===== src/rtl/pipe_skid_stage.sv =====
// pipe_skid_stage: valid/ready pipeline register with 2-entry skid buffer, flush and bubble ctrl zeroing
module pipe_skid_stage #(
    parameter int CTRL_W   = 10,
    parameter int DATA_W   = 67,
    parameter bit NEG_EDGE = 1'b1
) (
    input  logic              clk,
    input  logic              rst,
    input  logic              i_valid,
    output logic              o_ready,
    input  logic [CTRL_W-1:0] i_ctrl,
    input  logic [DATA_W-1:0] i_data,
    output logic              o_valid,
    input  logic              i_ready,
    output logic [CTRL_W-1:0] o_ctrl,
    output logic [DATA_W-1:0] o_data,
    input  logic              i_flush,
    output logic [1:0]        o_occupancy
);
    localparam logic [1:0] EMPTY = 2'd0, ONE = 2'd1, TWO = 2'd2;
    logic              act_clk;
    logic [1:0]        state, state_nxt;
    logic              accept, consume, load_main, load_skid, from_skid;
    logic [CTRL_W-1:0] main_ctrl, skid_ctrl;
    logic [DATA_W-1:0] main_data, skid_data;
    assign act_clk = NEG_EDGE ? ~clk : clk;
    always_ff @(posedge act_clk or posedge rst)
        if (rst) state <= EMPTY;
        else state <= state_nxt;
    // state equals occupancy, so the non-flush update is just +accept -consume
    always_comb begin
        accept    = i_valid & o_ready;
        consume   = o_valid & i_ready;
        state_nxt = i_flush ? EMPTY : state + 2'(accept) - 2'(consume);
        from_skid = state == TWO;
        load_main = (accept & (state == EMPTY | consume)) | (from_skid & consume);
        load_skid = accept & ~consume & state == ONE;
    end
    always_comb begin
        o_ready     = state != TWO;
        o_valid     = state != EMPTY;
        o_ctrl      = o_valid ? main_ctrl : '0;
        o_data      = main_data;
        o_occupancy = state;
    end
    always_ff @(posedge act_clk or posedge rst)
        if (rst) begin
            main_ctrl <= '0;
            main_data <= '0;
            skid_ctrl <= '0;
            skid_data <= '0;
        end else if (i_flush) begin
            main_ctrl <= '0;
            skid_ctrl <= '0;
        end else begin
            if (load_main) begin
                main_ctrl <= from_skid ? skid_ctrl : i_ctrl;
                main_data <= from_skid ? skid_data : i_data;
            end
            if (load_skid) begin
                skid_ctrl <= i_ctrl;
                skid_data <= i_data;
            end
        end
endmodule

===== config.mk =====
export PLATFORM = sky130hd
export DESIGN_NAME = pipe_skid_stage
export DESIGN_NICKNAME = d
export VERILOG_FILES = /design/src/rtl/pipe_skid_stage.sv
export SDC_FILE = /design/constraint.sdc
export NUM_CORES = 1
export LEC_CHECK = 0
export ABC_AREA = 1
export CAP_MARGIN = 15
export CORE_MARGIN = 3
export CORE_UTILIZATION = 45
export CTS_BUF_LIST = sky130_fd_sc_hd__clkbuf_16
export CTS_CLUSTER_SIZE = 14
export DETAILED_ROUTE_END_ITERATION = 8
export PLACE_DENSITY = 0.76
export SYNTH_ARGS = -nofsm -noshare
export SYNTH_HDL_FRONTEND = slang
export SYNTH_SLANG_ARGS = --single-unit

===== constraint.sdc =====
create_clock -name clk -period 5.05 [get_ports clk]
set_input_delay 0.7575 -clock clk [delete_from_list [all_inputs] [get_ports clk]]
set_output_delay 0.7575 -clock clk [all_outputs]
set_load 0.05 [all_outputs]

==> results of run 1 <==
-- state kept, by name, summed over array words and instances (netlist names) --
signal	flops
o_occupancy	2
main_ctrl	10
skid_ctrl	10
o_data	67
skid_data	67
-- worst max path at each step --
stage | from | endpoint | cells past startpoint
6_report | o_data[56] | o_data[56] | 1
5_1_grt | o_data[48] | o_data[48] | 1
4_1_cts | o_data[56] | o_data[56] | 1
3_5_place_dp | i_valid | o_data[56] | 8
3_3_place_gp | i_valid | o_data[59] | 8
2_1_floorplan | rst | main_ctrl[0] | 1
-- routing by layer --
| metal | track usage (%) | share of wire [%] | vias to the layer above |
|---|---|---|---|
| li1 | - | - | 3012 |
| met1 | 27.8 | 46 | 2720 |
| met2 | 32.2 | 46 | 199 |
| met3 | 5.28 | 6.5 | 22 |
| met4 | 7.14 | 1.7 | 0 |
| met5 | 0 | 0 | - |
-- where the power goes --
group | switching, mW | total (mW) | internal [mW]
combinational | 2.06 | 3.07 | 1.02
sequential | 0.248 | 2.11 | 1.86
clock | 0.497 | 1.36 | 0.867
-- cell type report --
cell class,count,area (µm²)
Inverter,86,327
Sequential cell,156,3900
Tap cell,184,230
Multi-Input combinational cell,590,2550
Clock inverter,15,203
Fill cell,1233,5250
Timing Repair Buffer,184,1980
Clock buffer,17,425
-- Yosys cell counts --
master,instances
nand3_2,1
inv_1,85
inv_2,1
o21ai_0,122
dfrtn_1,156
xor2_1,1
nand2_1,404
ha_1,2
o21ai_1,12
buf_2,11
nor2_4,2
clkbuf_1,25
buf_4,9
nand3_1,30
buf_6,8
nor2_1,16
-- per-stage QoR --
stage	setup TNS, ns	util, %	area (µm²)
finish	0	64.7	9620
CTS	0	64.7	9620
floorplan	-13.90	-	7080
global route	0	64.7	9620
detailed placement	-2.65	60.5	8990
global placement	-1.23	60.5	8990
-- cell families (layout without fill, tap and decap cells) --
group,count (synthesis),in the layout,share of synthesized area [%]
XOR/XNOR,1,1,0.125
AO/OA/AOI/OAI,134,134,9.59
AND/OR/NAND/NOR,453,453,25.1
flip-flops,156,156,55.8
buffers and inverters,139,302,8.99
adder cells (fa/ha/maj),2,2,0.358
==> impl_results.md, run 1 <==
- Final hold vios: 0
- Leak: about 4.8 nW
- Outcome: completed
- Drt initial violations: slightly above 400
- IO Count: between 150 and 200
- CTS tree: done
- Fraction of layout instances using a drive strength above 1: roughly 7.5%
- Worst setup path class: flop to primary output
- Required time worst endpoint: ~4.3 ns
- Synth Net Count: approximately 970
- Antenna violations before repair: 0
- Post-CTS Repair Setup Buffers: 0
- Tightest Hold Check Type: flop to flop
- WL/cell: around 14 µm
- CTS max path bufs: 2
- Core ar.: roughly 15000 µm²
- Unrepaired setup endpoints after global routing: no
- PwrDens: between 600 and 700 nW/µm²
- Crit-path cells: clkdlybuf4s50_1
- Die Y: ~130 µm
- Clock Pin Slew Worst Setup and Hold Paths: 0.05 ns
- CTS Root Cell: clkbuf_16
- Worst hold path endpoint: o_data[3]
- Post-CTS sizing: 0
- GRT overflow: 0
- Sink Count: approximately 160
- Vias in the first global route: between 5000 and 6000
- Cell taking the most area after synthesis: dfrtn_1
- H-tree depth: 4
- Count of state elements after synthesis: ~160
- Smallest hold slack: approximately 0.42 ns
- Largest net degree at the start of global routing: roughly 120
- Synth Warn #: 0
- Hold Crit Depth: 2
- Buffers on Ports: approximately 160
- CP arrival: 4.19 ns
- Max incr delay on CP: about 0.82 ns
- First-pass GRT wire length: approximately 28000 µm
- Fin cells: between 1000 and 1500
- Max_cap viols: 0
- Worst Max-Slew Pin Slew: 0.853 ns
- CP Buf/Inv Count: 1
- End of the worst register-to-register path: o_data[24]
- Crit. End Element: primary output
- Post-detailed-routing wire length: around 17000 µm
- Num rows: 44
- Worst R2R Path Depth: 8
- Layout area overhead: 37.4%
- CP max-delay cell: clkdlybuf4s50_1
- Ranking of synthesized cells by area: dfrtn_1 56%, nand2_1 22%, o21ai_0 8.7%
- Max_slew headroom: 43.0%
- Antenna fix cells: 0
- Clk_lat worst skew: a little under 0.4 ns
- Skew final: ~0.0063 ns
- Top-area cell type share of the netlist area: between 50% and 60%
- Routed Antenna Nets: 0
- Pre-CTS WS: -0.0893 ns
- Die width: approximately 130 µm
- Syn_area_per_cell: 7.91 µm²
- Seq/Total Area, Yosys: 55.8%
- Most common cell after layout, fill and taps aside: nand2_1
- GP Congestion: between 0.8 and 0.9
- CP startpoint kind: flop
- Max-slew violation count: 0
- Drt first pass iters: 5
- Worst vdd ir: just over 500 µV
- Critical path peak fanout: 2
- Commonest non-fill, non-tap cells in the layout: 402 x nand2_1, 156 x dfrtn_1, 149 x clkdlybuf4s50_1
- Yosys cell types: 16
- Vias per cell: 4.83
- Setup violators final: 0
- Die area: between 15000 and 20000 µm²
- GRT Util Overall: ~20%
- Final worst slack: roughly 0.10 ns
- R2R setup slack: roughly 2.5 ns
- CTS Hold Buffers Added: 0
- Largest delay share family, worst path: buffers and inverters
- Dpl hpwl: 11300 µm
- Cell count after placement: 1200
- Tot Pwr: between 6 and 7 mW
- Drt drc: 0
- TritonCTS Buffers: 17
- Crit Reg-Reg Startpoint: o_occupancy[0]
- Post-Synthesis Cells: just under 900
- Fin nets: 1119
- Synthesized area: approximately 7000 µm²
- DR vias: 5953
- Initial Util: 47.1%
- Worst Hold Launch: o_data[3]
(Power assumes the default switching activity.)
==> inputs of run 2 (changes only) <==
--- a/config.mk
+++ b/config.mk
@@ -10,7 +10,6 @@
 export CORE_MARGIN = 3
 export CORE_UTILIZATION = 45
 export CTS_BUF_LIST = sky130_fd_sc_hd__clkbuf_16
-export CTS_CLUSTER_SIZE = 14
 export DETAILED_ROUTE_END_ITERATION = 8
 export PLACE_DENSITY = 0.76
 export SYNTH_ARGS = -nofsm -noshare
==> results of run 2 <==
No change in the layout: final DEF, timing and power equal those of run 1.
